File: src/rtl/mem_port_arbiter_if.sv
// rtl/mem_port_arbiter_if.sv - fetch, load/store and memory-macro signals shared by the port arbiter
interface mem_port_arbiter_if #(
    parameter int ADDRESS_WIDTH = 32,
    parameter int DATA_WIDTH    = 32
);
    // Fetch requester
    logic                      if_req;
    logic [ADDRESS_WIDTH-1:0]  if_addr;
    logic [DATA_WIDTH-1:0]     if_rdata;
    logic                      if_ack;

    // Load/store requester
    logic                      d_req;
    logic                      d_we;
    logic [ADDRESS_WIDTH-1:0]  d_addr;
    logic [DATA_WIDTH-1:0]     d_wdata;
    logic [DATA_WIDTH/8-1:0]   d_be;
    logic [DATA_WIDTH-1:0]     d_rdata;
    logic                      d_ack;

    // Memory macro
    logic                      mem_en;
    logic                      mem_we;
    logic [ADDRESS_WIDTH-1:0]  mem_addr;
    logic [DATA_WIDTH-1:0]     mem_wdata;
    logic [DATA_WIDTH/8-1:0]   mem_be;
    logic [DATA_WIDTH-1:0]     mem_rdata;

    // Core pipeline freeze
    logic                      stall;

    // Arbiter side
    modport slave (
        input  if_req, if_addr,
        output if_rdata, if_ack,
        input  d_req, d_we, d_addr, d_wdata, d_be,
        output d_rdata, d_ack,
        output mem_en, mem_we, mem_addr, mem_wdata, mem_be,
        input  mem_rdata,
        output stall
    );

    // Core and memory side
    modport master (
        output if_req, if_addr,
        input  if_rdata, if_ack,
        output d_req, d_we, d_addr, d_wdata, d_be,
        input  d_rdata, d_ack,
        input  mem_en, mem_we, mem_addr, mem_wdata, mem_be,
        output mem_rdata,
        input  stall
    );
endinterface

File: src/rtl/mem_port_arbiter.sv
// rtl/mem_port_arbiter.sv - single-port memory arbiter between instruction fetch and load/store
module mem_port_arbiter #(
    parameter int ADDRESS_WIDTH = 32,
    parameter int DATA_WIDTH    = 32,
    parameter int MEM_LATENCY   = 1,
    parameter int DATA_PRIORITY = 1
) (
    input  logic                clk,
    input  logic                rst,
    mem_port_arbiter_if.slave   bus
);
    localparam int              BE_WIDTH = DATA_WIDTH / 8;
    localparam logic [2:0]      LAT_LOAD = 3'(MEM_LATENCY - 1);

    typedef enum logic [1:0] {IDLE, ISSUE, WAIT, ACK} state_e;
    typedef enum logic {OWNER_FETCH, OWNER_DATA} owner_e;

    state_e                     state_q, state_d;
    owner_e                     owner_q, owner_d;
    owner_e                     last_grant_q, last_grant_d;
    logic [2:0]                 cnt_q, cnt_d;
    logic                       mem_we_q, mem_we_d;
    logic [ADDRESS_WIDTH-1:0]   mem_addr_q, mem_addr_d;
    logic [DATA_WIDTH-1:0]      mem_wdata_q, mem_wdata_d;
    logic [BE_WIDTH-1:0]        mem_be_q, mem_be_d;
    logic [DATA_WIDTH-1:0]      if_rdata_q, if_rdata_d;
    logic [DATA_WIDTH-1:0]      d_rdata_q, d_rdata_d;
    logic                       grant_data;
    logic                       if_ack_w;
    logic                       d_ack_w;

    // Pick the winner when the arbiter is free; ties go to data or alternate
    always_comb begin
        grant_data = 1'b0;
        if (bus.d_req && !bus.if_req) begin
            grant_data = 1'b1;
        end else if (bus.d_req && bus.if_req) begin
            if (DATA_PRIORITY != 0) begin
                grant_data = 1'b1;
            end else begin
                grant_data = (last_grant_q == OWNER_FETCH);
            end
        end
    end

    // Access sequencer: grant, issue, wait out the latency, capture, acknowledge
    always_comb begin
        state_d      = state_q;
        owner_d      = owner_q;
        last_grant_d = last_grant_q;
        cnt_d        = cnt_q;
        mem_we_d     = mem_we_q;
        mem_addr_d   = mem_addr_q;
        mem_wdata_d  = mem_wdata_q;
        mem_be_d     = mem_be_q;
        if_rdata_d   = if_rdata_q;
        d_rdata_d    = d_rdata_q;
        case (state_q)
            IDLE: begin
                if (bus.if_req || bus.d_req) begin
                    state_d = ISSUE;
                    if (grant_data) begin
                        owner_d      = OWNER_DATA;
                        last_grant_d = OWNER_DATA;
                        mem_we_d     = bus.d_we;
                        mem_addr_d   = bus.d_addr;
                        mem_wdata_d  = bus.d_wdata;
                        mem_be_d     = bus.d_be;
                    end else begin
                        // Fetches are always full-word reads
                        owner_d      = OWNER_FETCH;
                        last_grant_d = OWNER_FETCH;
                        mem_we_d     = 1'b0;
                        mem_addr_d   = bus.if_addr;
                        mem_wdata_d  = '0;
                        mem_be_d     = '1;
                    end
                end
            end
            ISSUE: begin
                cnt_d   = LAT_LOAD;
                state_d = WAIT;
            end
            WAIT: begin
                if (cnt_q == 3'd0) begin
                    state_d = ACK;
                    if (owner_q == OWNER_DATA) begin
                        d_rdata_d = bus.mem_rdata;
                    end else begin
                        if_rdata_d = bus.mem_rdata;
                    end
                end else begin
                    cnt_d = cnt_q - 3'd1;
                end
            end
            ACK: begin
                state_d = IDLE;
            end
            default: begin
                state_d = IDLE;
            end
        endcase
    end

    // State and datapath registers; reset drops any in-flight response
    always_ff @(posedge clk) begin
        if (rst) begin
            state_q      <= IDLE;
            owner_q      <= OWNER_FETCH;
            last_grant_q <= OWNER_DATA;
            cnt_q        <= 3'd0;
            mem_we_q     <= 1'b0;
            mem_addr_q   <= '0;
            mem_wdata_q  <= '0;
            mem_be_q     <= '0;
            if_rdata_q   <= '0;
            d_rdata_q    <= '0;
        end else begin
            state_q      <= state_d;
            owner_q      <= owner_d;
            last_grant_q <= last_grant_d;
            cnt_q        <= cnt_d;
            mem_we_q     <= mem_we_d;
            mem_addr_q   <= mem_addr_d;
            mem_wdata_q  <= mem_wdata_d;
            mem_be_q     <= mem_be_d;
            if_rdata_q   <= if_rdata_d;
            d_rdata_q    <= d_rdata_d;
        end
    end

    assign if_ack_w      = (state_q == ACK) && (owner_q == OWNER_FETCH);
    assign d_ack_w       = (state_q == ACK) && (owner_q == OWNER_DATA);

    assign bus.if_ack    = if_ack_w;
    assign bus.d_ack     = d_ack_w;
    assign bus.if_rdata  = if_rdata_q;
    assign bus.d_rdata   = d_rdata_q;

    // Write enable is only meaningful alongside the strobe
    assign bus.mem_en    = (state_q == ISSUE);
    assign bus.mem_we    = (state_q == ISSUE) && mem_we_q;
    assign bus.mem_addr  = mem_addr_q;
    assign bus.mem_wdata = mem_wdata_q;
    assign bus.mem_be    = mem_be_q;

    assign bus.stall     = (bus.if_req && !if_ack_w) || (bus.d_req && !d_ack_w);
endmodule

File: src/flat_wrapper.sv
// flat-port wrapper written by rule: the top's interface ports become plain ports
module mem_port_arbiter_flat 
#(
    parameter int ADDRESS_WIDTH = 32,
    parameter int DATA_WIDTH    = 32,
    parameter int MEM_LATENCY   = 1,
    parameter int DATA_PRIORITY = 1
)
  (clk, rst, bus_if_req, bus_if_addr, bus_if_rdata, bus_if_ack, bus_d_req, bus_d_we, bus_d_addr, bus_d_wdata, bus_d_be, bus_d_rdata, bus_d_ack, bus_mem_en, bus_mem_we, bus_mem_addr, bus_mem_wdata, bus_mem_be, bus_mem_rdata, bus_stall);
  mem_port_arbiter_if #(.ADDRESS_WIDTH(ADDRESS_WIDTH), .DATA_WIDTH(DATA_WIDTH)) bus_i ();
  input  logic clk;
  input  logic rst;
  input wire logic [$bits(bus_i.if_req)-1:0] bus_if_req;
  input wire logic [$bits(bus_i.if_addr)-1:0] bus_if_addr;
  output wire logic [$bits(bus_i.if_rdata)-1:0] bus_if_rdata;
  output wire logic [$bits(bus_i.if_ack)-1:0] bus_if_ack;
  input wire logic [$bits(bus_i.d_req)-1:0] bus_d_req;
  input wire logic [$bits(bus_i.d_we)-1:0] bus_d_we;
  input wire logic [$bits(bus_i.d_addr)-1:0] bus_d_addr;
  input wire logic [$bits(bus_i.d_wdata)-1:0] bus_d_wdata;
  input wire logic [$bits(bus_i.d_be)-1:0] bus_d_be;
  output wire logic [$bits(bus_i.d_rdata)-1:0] bus_d_rdata;
  output wire logic [$bits(bus_i.d_ack)-1:0] bus_d_ack;
  output wire logic [$bits(bus_i.mem_en)-1:0] bus_mem_en;
  output wire logic [$bits(bus_i.mem_we)-1:0] bus_mem_we;
  output wire logic [$bits(bus_i.mem_addr)-1:0] bus_mem_addr;
  output wire logic [$bits(bus_i.mem_wdata)-1:0] bus_mem_wdata;
  output wire logic [$bits(bus_i.mem_be)-1:0] bus_mem_be;
  input wire logic [$bits(bus_i.mem_rdata)-1:0] bus_mem_rdata;
  output wire logic [$bits(bus_i.stall)-1:0] bus_stall;
  assign bus_i.if_req = bus_if_req;
  assign bus_i.if_addr = bus_if_addr;
  assign bus_if_rdata = bus_i.if_rdata;
  assign bus_if_ack = bus_i.if_ack;
  assign bus_i.d_req = bus_d_req;
  assign bus_i.d_we = bus_d_we;
  assign bus_i.d_addr = bus_d_addr;
  assign bus_i.d_wdata = bus_d_wdata;
  assign bus_i.d_be = bus_d_be;
  assign bus_d_rdata = bus_i.d_rdata;
  assign bus_d_ack = bus_i.d_ack;
  assign bus_mem_en = bus_i.mem_en;
  assign bus_mem_we = bus_i.mem_we;
  assign bus_mem_addr = bus_i.mem_addr;
  assign bus_mem_wdata = bus_i.mem_wdata;
  assign bus_mem_be = bus_i.mem_be;
  assign bus_i.mem_rdata = bus_mem_rdata;
  assign bus_stall = bus_i.stall;
  mem_port_arbiter #(.ADDRESS_WIDTH(ADDRESS_WIDTH), .DATA_WIDTH(DATA_WIDTH), .MEM_LATENCY(MEM_LATENCY), .DATA_PRIORITY(DATA_PRIORITY)) u_core (.clk(clk), .rst(rst), .bus(bus_i));
endmodule
File: config.mk
export PLATFORM = sky130hd
export DESIGN_NAME = mem_port_arbiter_flat
export DESIGN_NICKNAME = d
export VERILOG_FILES = /design/src/rtl/mem_port_arbiter_if.sv /design/src/rtl/mem_port_arbiter.sv /design/src/flat_wrapper.sv
export SDC_FILE = /design/constraint.sdc
export NUM_CORES = 1
export LEC_CHECK = 0
export BUFFER_PORTS_ARGS = -buffer_cell sky130_fd_sc_hd__buf_2
export CAP_MARGIN = 20
export CORE_UTILIZATION = 30
export CTS_CLUSTER_DIAMETER = 50
export CTS_CLUSTER_SIZE = 12
export DETAILED_ROUTE_END_ITERATION = 10
export PLACE_DENSITY_LB_ADDON = 0.05
export SYNTH_ARGS = -nofsm -noshare
export SYNTH_HDL_FRONTEND = slang
export SYNTH_SLANG_ARGS = --single-unit
File: constraint.sdc
create_clock -name clk -period 2.4 [get_ports clk]
set_clock_uncertainty 0.1 [all_clocks]
set_input_delay 0.12 -clock clk [delete_from_list [all_inputs] [get_ports clk]]
set_output_delay 0.12 -clock clk [all_outputs]
set_load 0.02 [all_outputs]
# Yosys cells after proc, flatten, opt, wreduce, memory -nomap -nowiden
# Index checks and enable logic that the tools add are counted.
totals:
  register_bits: 139
  word_cells: 49
classes:
  muxes: 12
  n_bitwise: 1
  n_eq_ne: 6
  addsub: 1
  n_reduce_logical: 20
op_table:
  columns: ["op", "count"]
  rows:
  - ["two-way mux 32 bit", 2]
  - ["one-hot mux 2 bit (4 select lines)", 1]
  - ["logical AND 1 bit", 7]
  - ["one-hot mux 3 bit (2 select lines)", 1]
  - ["AND reduction 2 bit", 3]
  - ["AND reduction 3 bit", 2]
  - ["== test 2 bit, second input constant", 2]
  - ["two-way mux 1 bit", 4]
  - ["two-way mux 2 bit", 2]
  - ["two-way mux 4 bit", 1]
  - ["inequality test 2 x 1 -> 1 bit, second input constant", 2]
  - ["zero test 1 bit", 3]
  - ["zero test 3 bit", 1]
  - ["two-way mux 3 bit", 1]
  - ["subtractor 3 x 1 -> 3 bit, second input constant", 1]
  - ["== test 2 x 1 -> 1 bit, second input constant", 1]
  - ["zero test 2 bit", 1]
  - ["logical OR 1 bit", 2]
  - ["inequality test 2 bit, second input constant", 1]
  - ["nonzero test 2 bit", 1]
  - ["NOT 1 bit", 1]

# Longest topological paths before layout
# Gate-level depths: netlist (run 1).
logic_depth:
  word_depth: 5
  depth_mapped: 7
  mapped_depth_nobuf: 5

# Worst setup path after synthesis (run 1)
# OpenSTA, ideal clock, no wires.
synth_path:
  path_type: "register -> register"
  startpoint: "register u_core.state_q[0]"
  endpoint: "register u_core.cnt_q[1]"
  synth_period_minus_slack_ps: 1681
  arrival_time_ps: 1510
  required_time_ps: 2230
  stages_incl_launch_ff: 6
  slack_ps: 719
  cell_sequence: "dfxtp_1 > inv_1 > ha_1 > and3b_1 > or4b_1 > a21oi_1"
synth_between:
  elab_chain_cells: 3
  elab_cells_between_ends: 6
  classes_between: "eq/ne (3); mux (1); reduce/logical (2)"
synth_rtl:
  columns: ["item", "line", "rtl"]
  rows:
  - ["start: declaration", "mem_port_arbiter.sv:18", "state_e state_q, state_d;"]
  - ["start signal: assignment", "mem_port_arbiter.sv:119", "state_q <= state_d;"]
  - ["== test 2 bit or == test 2 x 1 -> 1 bit (tied branches)", "mem_port_arbiter.sv:58", "case (state_q)"]
  - ["inequality test 2 bit (no source line) or nonzero test 2 bit (tied branches)", null, null]
  - ["AND reduction 2 bit (no source line)", null, null]
  - ["end signal: assignment", "mem_port_arbiter.sv:122", "cnt_q <= cnt_d;"]
  - ["end: declaration", "mem_port_arbiter.sv:21", "logic [2:0] cnt_q, cnt_d;"]
# Parallel ways exist; a longest one is shown, timed or not.
# A chain may end at the register's enable or synchronous reset.

# Worst setup path after layout (run 1)
layout_path:
  startpoint: "input port bus_d_req"
  endpoint: "register u_core.mem_addr_q[5] (netlist: u_core.bus.mem_addr[5])"
layout_between:
  elab_chain_cells: 4
  elab_cells_between_ends: 7
  classes_between: "mux (3); reduce/logical (4)"
layout_rtl:
  columns: ["item", "line", "rtl"]
  rows:
  - ["start: declaration", "flat_wrapper.sv:17", "input wire logic [$bits(bus_i.d_req)-1:0] bus_d_req;"]
  - ["logical AND 1 bit", "mem_port_arbiter.sv:37", "end else if (bus.d_req && bus.if_req) begin"]
  - ["two-way mux 1 bit", "mem_port_arbiter.sv:37", null]
  - ["two-way mux 1 bit", "mem_port_arbiter.sv:35", "if (bus.d_req && !bus.if_req) begin"]
  - ["two-way mux 32 bit", "mem_port_arbiter.sv:62", "if (grant_data) begin"]
  - ["end signal: assignment", "mem_port_arbiter.sv:124", "mem_addr_q <= mem_addr_d;"]
  - ["end: declaration", "mem_port_arbiter.sv:23", "logic [ADDRESS_WIDTH-1:0] mem_addr_q, mem_addr_d;"]
# Parallel ways exist; a longest one is shown, timed or not.

==> results.yml, run 1 <==
run_status:
  status: "finished, final reports clean"
die:
  die_h_um: 136
  initial_core_util_pct: 30.9
  rows: 48
  die_x_um: 136
  core_mm2: 0.0174
  die-area_mm2: 0.0185
  ioPinCount: 274
clock_network:
  clock_path_buffers: 2
  clock_sinks: 139
  cts_tree: "built"
  numCtsBuffers: 17
  cts.clk_slew.worst_paths_ns: 0.06
  clkLatencyLatePin_ns: 0.41
  cts-htree-levels: 4
  cts_root_buf: "clkbuf_16"
synth:
  postSynthAreaPerCell_um2: 8.40
  syn_area_mm2: 0.00538
  synth_cell_type_count: 32
  syn_nets: 785
  yosysWarnings: 0
  synth_edf_count: 0
  ys_seq_elements: 139
  synth-async-reset-ratio_pct: 0
  synth_cells: 640
  synthFlopType: "dfxtp_1"
  yosysSeqAreaShare_pct: 51.7
min_path:
  holdCritPathClass: "primary input to flop"
grt:
  overflow: 0
  antenna_found_initial: 0
  track_usage_pct: 18.5
  grt_pass1_vias: 5597
  grt_pass1_wl_um: 26900
  grt_max_degree: 60
setup_path:
  slowest_stage: "dlygate4sd3_1"
  end_kind: "flop"
  cp.arrival_ns: 2.38
  crit_type: "primary input to flop"
  crit_buf_inv: 4
  cpPeakStageDelay_ns: 0.59
  cp.required_ns: 2.63
  cpMostUsedCell: "dlygate4sd3_1"
  critPathLaunchType: "primary input"
  cp_cell_sequence: "dlygate4sd3_1 > buf_2 > buf_6 > mux2i_1 > dlygate4sd3_1 > a211oi_1"
  path_max_fanout: 42
  critPathTopFamily: "buffers and inverters"
placed_design:
  place.gp.congestion: 0.781
  hpwl_um: 11600
  dp.cells: 1098
  io_buffer_count: 273
flow_run:
  max_cap_violations: 0
timing:
  hold_viol_final: 0
  rsz0062_at_grt: "false"
  fin_crit_sh_pct: 89.6
  tns_ns: 0
  slew_viol_final: 0
  worst_pin_slew_ns: 0.528
  max_freq_ghz: 0.465
  max_slew_margin_pct: 64.8
  post-route-min-period_ns: 2.15
  finalSetupViolations: 0
cells_and_area:
  final_cells: 1257
  drive_gt1_share_pct: 30.8
  antenna_cells: 0
  fin_nets: 1164
  area_growth_syn_to_layout_pct: 64.4
power_and_ir_drop:
  pwr-share-comb_pct: 32.6
  p_sw_share_pct: 34.8
  pwr-share-seq_pct: 34.5
  ir_drop_uv: 603
  power_density_mw_per_mm2: 977
  p_switching_mw: 3.01
  clkPwrFrac_pct: 32.9
  cellInternalPower_mw: 5.63
  power.leakage_nw: 4.02
drt:
  first_iter_violations: 210
  first_pass_iters: 4
  routedWlPerCell_um: 13.8
  drc_errors: 0
  wirelength_um: 17400
  avgViaCountPerCell: 4.63
  ant_nets: 0
  vias: 5825
-- Yosys cell counts, types with 2 or more instances --
| cell | n | area share (%) |
|---|---|---|
| o21ai_1 | 4 | 0.37 |
| mux2i_1 | 33 | 6.1 |
| dfxtp_1 | 139 | 52 |
| nor2b_1 | 2 | 0.23 |
| nand3b_1 | 4 | 0.56 |
| buf_1 | 5 | 0.35 |
| and2_1 | 2 | 0.23 |
| o21ai_0 | 3 | 0.28 |
| a21oi_1 | 101 | 9.4 |
| buf_2 | 20 | 1.9 |
| nand3_1 | 33 | 3.1 |
| a211oi_1 | 33 | 4.6 |
| clkbuf_1 | 26 | 1.8 |
| ha_1 | 8 | 1.9 |
| nand2_1 | 164 | 11 |
| nor2_1 | 38 | 2.7 |
| inv_1 | 5 | 0.35 |
| or4b_1 | 2 | 0.37 |
| nand2b_1 | 5 | 0.58 |
-- kinds of logic (layout without fill, tap and decap cells) --
family | Yosys count | in the layout | share of synthesized area (%)
compound gates | 146 | 146 | 15.4
fa+ha+maj | 8 | 8 | 1.86
buf+inv | 57 | 449 | 4.51
flops | 139 | 139 | 51.7
mux | 33 | 33 | 6.14
simple gates | 257 | 257 | 20.3
-- power by group through the flow --
stage	clock, mW	sequential, mW	combinational, mW
final	2.84	2.98	2.81
after global routing	3.02	3.04	3.08
after CTS	2.93	2.99	2.85
after detailed placement	0	3.03	2.67
after global placement	0	3.01	2.61
after floorplan	0	3.51	1.26
-- routing by layer --
metal  track usage (%)  part of all wire, %  vias to the layer above  wire length, um
met4              8.33                  2.2                        0              377
met1              21.4                   43                     2669             7530
met5                 0                    0                        -                0
met3              5.03                  6.7                       28             1160
met2              31.8                   48                      210             8310
li1                  -                    -                     2918                -
-- worst paths after layout --
| check | start | to | cells past startpoint | slack [ns] |
|---|---|---|---|---|
| max | bus_d_req | u_core.bus.mem_addr[5] | 6 | 0.25 |
| min | bus_d_addr[21] | u_core.bus.mem_addr[21] | 3 | 0.003 |
| max reg2reg | u_core.state_q[0] | u_core.cnt_q[1] | 5 | 0.56 |
| min reg2reg | u_core.bus.mem_wdata[20] | u_core.bus.mem_wdata[20] | 2 | 0.35 |
-- tightest hold or removal path, delay by kind of cell --
| kind | cells | cell delay (ns) |
|---|---|---|
| AOI/OAI and AO/OA | 1 | 0.09 |
| buffers and inverters | 1 | 0.10 |
| muxes | 1 | 0.16 |
-- area by class of cell --
cell class,count,area [um^2]
timing repair buffer,412,2760
inverter,5,18.8
clock buffer,22,484
tap,225,282
clock inverter,10,161
multi-input combinational,444,2350
sequential,139,2780
fill,1704,8570
-- cells in the final DEF, fill, tap and decap left out, types with 2 or more instances in the layout --
master	n
clkinv_2	2
clkbuf_8	4
buf_2	272
clkbuf_16	17
a211oi_1	33
nor2_1	38
nand3b_1	4
nor2b_1	2
nand2_1	164
dlygate4sd3_1	127
a21oi_1	101
dfxtp_1	139
bufinv_16	4
o21ai_0	3
nand2b_1	5
mux2i_1	33
nand3_1	33
or4b_1	2
buf_12	2
inv_1	5
clkinvlp_4	3
o21ai_1	4
ha_1	8
and2_1	2
buf_4	10
-- state kept, by name, summed over array words and instances (netlist names) --
register,cells
u_core.state_q,2
u_core.cnt_q,3
u_core.bus.d_rdata,32
u_core.bus.mem_wdata,32
u_core.mem_we_q,1
u_core.bus.mem_be,4
u_core.bus.mem_addr,32
u_core.owner_q,1
u_core.bus.if_rdata,32
-- stage by stage --
step / util, % / power (mW) / area, um^2 / setup WS (ns) / hold WS (ns)
3_3_place_gp: 39.7 / 5.62 / 6920 / 0.634 / 0.273
3_5_place_dp: 39.7 / 5.69 / 6920 / 0.565 / 0.278
2_1_floorplan: - / 4.77 / 5380 / 0.719 / 0.156
4_1_cts: 50.7 / 8.76 / 8840 / 0.0913 / 0.000375
6_report: 50.8 / 8.64 / 8840 / 0.250 / 0.00270
5_1_grt: 50.8 / 9.14 / 8840 / 0.0987 / 0.0196
-- timing repair --
item,in CTS,in global routing
endpoints found under the setup margin,0,26
hold endpoints to repair,132,0
gates resized for setup,0,1
hold buffers,127,0
setup buffers,0,0
No activity file was read; power rests on OpenSTA's default activity.
==> run 2: changes to the inputs <==
--- a/config.mk
+++ b/config.mk
@@ -5,12 +5,15 @@
 export SDC_FILE = /design/constraint.sdc
 export NUM_CORES = 1
 export LEC_CHECK = 0
-export BUFFER_PORTS_ARGS = -buffer_cell sky130_fd_sc_hd__buf_2
 export CAP_MARGIN = 20
+export CELL_PAD_IN_SITES_DETAIL_PLACEMENT = 1
+export CELL_PAD_IN_SITES_GLOBAL_PLACEMENT = 1
 export CORE_UTILIZATION = 30
 export CTS_CLUSTER_DIAMETER = 50
 export CTS_CLUSTER_SIZE = 12
 export DETAILED_ROUTE_END_ITERATION = 10
+export DONT_BUFFER_PORTS = 1
+export GPL_TIMING_DRIVEN = 1
 export PLACE_DENSITY_LB_ADDON = 0.05
 export SYNTH_ARGS = -nofsm -noshare
 export SYNTH_HDL_FRONTEND = slang
==> run 2 against run 1 <==
- via count fell by 15%
- die area did not move
- sequential share of layout area rose by 5.4 points
- flip-flop and latch count did not move
- clock-buffer cell count fell by 2
- utilization fell by 7.4 points
- clock power fell by 6%
- routed wire length rose by 3.5%
- maximum frequency fell by 5.5%
- total power fell by 3.7%
- final area fell by 15%
- largest power group unchanged
- highest routed layer unchanged
==> results.yml, run 2 (synthesized netlist as in run 1, its figures left out) <==
cells_and_area:
  fin_nets: 899
  area_growth_syn_to_layout_pct: 40.5
  fin_util_pct: 43.4
  postLayoutCellArea_mm2: 0.00755
  final_cell_mix: "164 x nand2_1, 139 x dfxtp_1, 134 x dlygate4sd3_1"
  final_common_cell: "nand2_1"
  drive_gt1_share_pct: 5.87
drt:
  routedWlPerCell_um: 18.1
  drc_errors: 0
  first_pass_iters: 4
  avgViaCountPerCell: 5.01
  ant_nets: 0
  first_iter_violations: 197
  wirelength_um: 18000
  vias: 4972
die:
  initial_core_util_pct: 30.9
  rows: 48
  ioPinCount: 274
  core_mm2: 0.0174
  die_h_um: 136
  die_x_um: 136
  die-area_mm2: 0.0185
min_path:
  holdCritPathClass: "primary input to flop"
  whs_path_depth: 4
power_and_ir_drop:
  p_sw_share_pct: 36.0
  pwr-share-seq_pct: 43.3
  cellInternalPower_mw: 5.33
  power_density_mw_per_mm2: 1100
  ir_drop_uv: 522
  total_power_mw: 8.33
  pwr-share-comb_pct: 24.7
  clkPwrFrac_pct: 32.0
  p_switching_mw: 3.00
  power.leakage_nw: 2.81
clock_network:
  clock_path_buffers: 2
  cts_root_buf: "clkbuf_16"
  cts_tree: "built"
  cts-htree-levels: 4
  numCtsBuffers: 17
  cts.clk_slew.worst_paths_ns: 0.06
  clkLatencyLatePin_ns: 0.41
  clock_sinks: 139
timing:
  hold_viol_final: 0
  max_slew_margin_pct: 64.0
  slew_viol_final: 0
  fin_crit_sh_pct: 94.9
  tns_ns: 0
  post-route-min-period_ns: 2.28
  rsz0062_at_grt: "false"
  max_freq_ghz: 0.439
  finalSetupViolations: 0
  worst_pin_slew_ns: 0.540
grt:
  grt_max_degree: 117
  grt_pass1_vias: 5242
  grt_pass1_wl_um: 27200
  track_usage_pct: 19.2
  antenna_found_initial: 1
  overflow: 0
placed_design:
  place.gp.congestion: 0.712
  io_buffer_count: 0
  placed_cell_area_mm2: 0.00553
  hpwl_um: 10800
setup_path:
  cp.arrival_ns: 2.47
  critPathLaunchType: "primary input"
  rr_worst_depth: 8
  end_kind: "flop"
  crit_type: "primary input to flop"
  cp.required_ns: 2.59
  path_max_fanout: 44
flow_run:
  max_cap_violations: 0
run_status:
  status: "finished, final reports clean"
run 2: cell types whose count changed in the layout (fill, tap and decap cells not counted), moves of 2 or more:
cell and delta:
buf_4 -2, dlygate4sd3_1 +7, clkbuf_8 -3, buf_2 -272
run 2: per-stage QoR:
step | worst slack, ns | instances | hold WS (ns)
global placement | 0.631 | 823 | 0.104
finish | 0.123 | 992 | 0.00359
detailed placement | 0.531 | 823 | 0.105
global route | 0.0294 | 992 | 0.000844
CTS | 0.0598 | 989 | 0.00282
floorplan | 0.719 | 640 | 0.156
run 2: worst paths after layout:
kind | startpoint | to | slack [ns]
max | bus_d_req | u_core.bus.mem_addr[30] | 0.12
min | bus_if_req | u_core.bus.mem_wdata[6] | 0.004
max reg2reg | u_core.state_q[0] | u_core.bus.mem_wdata[3] | 0.20
min reg2reg | u_core.mem_we_q | u_core.mem_we_q | 0.35
run 2: final cells by class:
class	instances	area (um^2)
diodes	1	2.50
clock buffers	20	447
clock inverters	11	145
fillers	2009	9860
inverters	5	18.8
multi-input cells	444	2360
flip-flops and latches	139	2780
well taps	225	282
repair buffers	147	1510
run 2: worst max-delay path: stages:
cell and delay [ns]:
dlygate4sd3_1 0.58, buf_12 0.26, mux2i_1 0.27, dlygate4sd3_1 0.59, a211oi_1 0.07, dlygate4sd3_1 0.58
run 2: power groups by stage:
stage / logic, mW / clock network, mW / registers [mW]
after floorplan: 1.26 / 0 / 3.51
after global placement: 1.47 / 0 / 3.66
after detailed placement: 1.56 / 0 / 3.66
after CTS: 1.97 / 2.72 / 3.62
after global routing: 2.29 / 2.83 / 3.67
final: 2.06 / 2.66 / 3.61
run 2: per-layer routing:
| metal | global-route usage (%) | routed length (um) |
|---|---|---|
| met4 | 8.21 | 438 |
| met2 | 34.8 | 9080 |
| met3 | 7.46 | 1530 |
| met1 | 19.6 | 6930 |
| met5 | 0 | 0 |
run 2: timing repair:
item / CTS / global route
endpoints found under the hold margin: 139 / 1
setup buffers: 0 / 0
resized for setup: 0 / 5
hold buffers: 135 / 1
endpoints found under the setup margin: 0 / 25
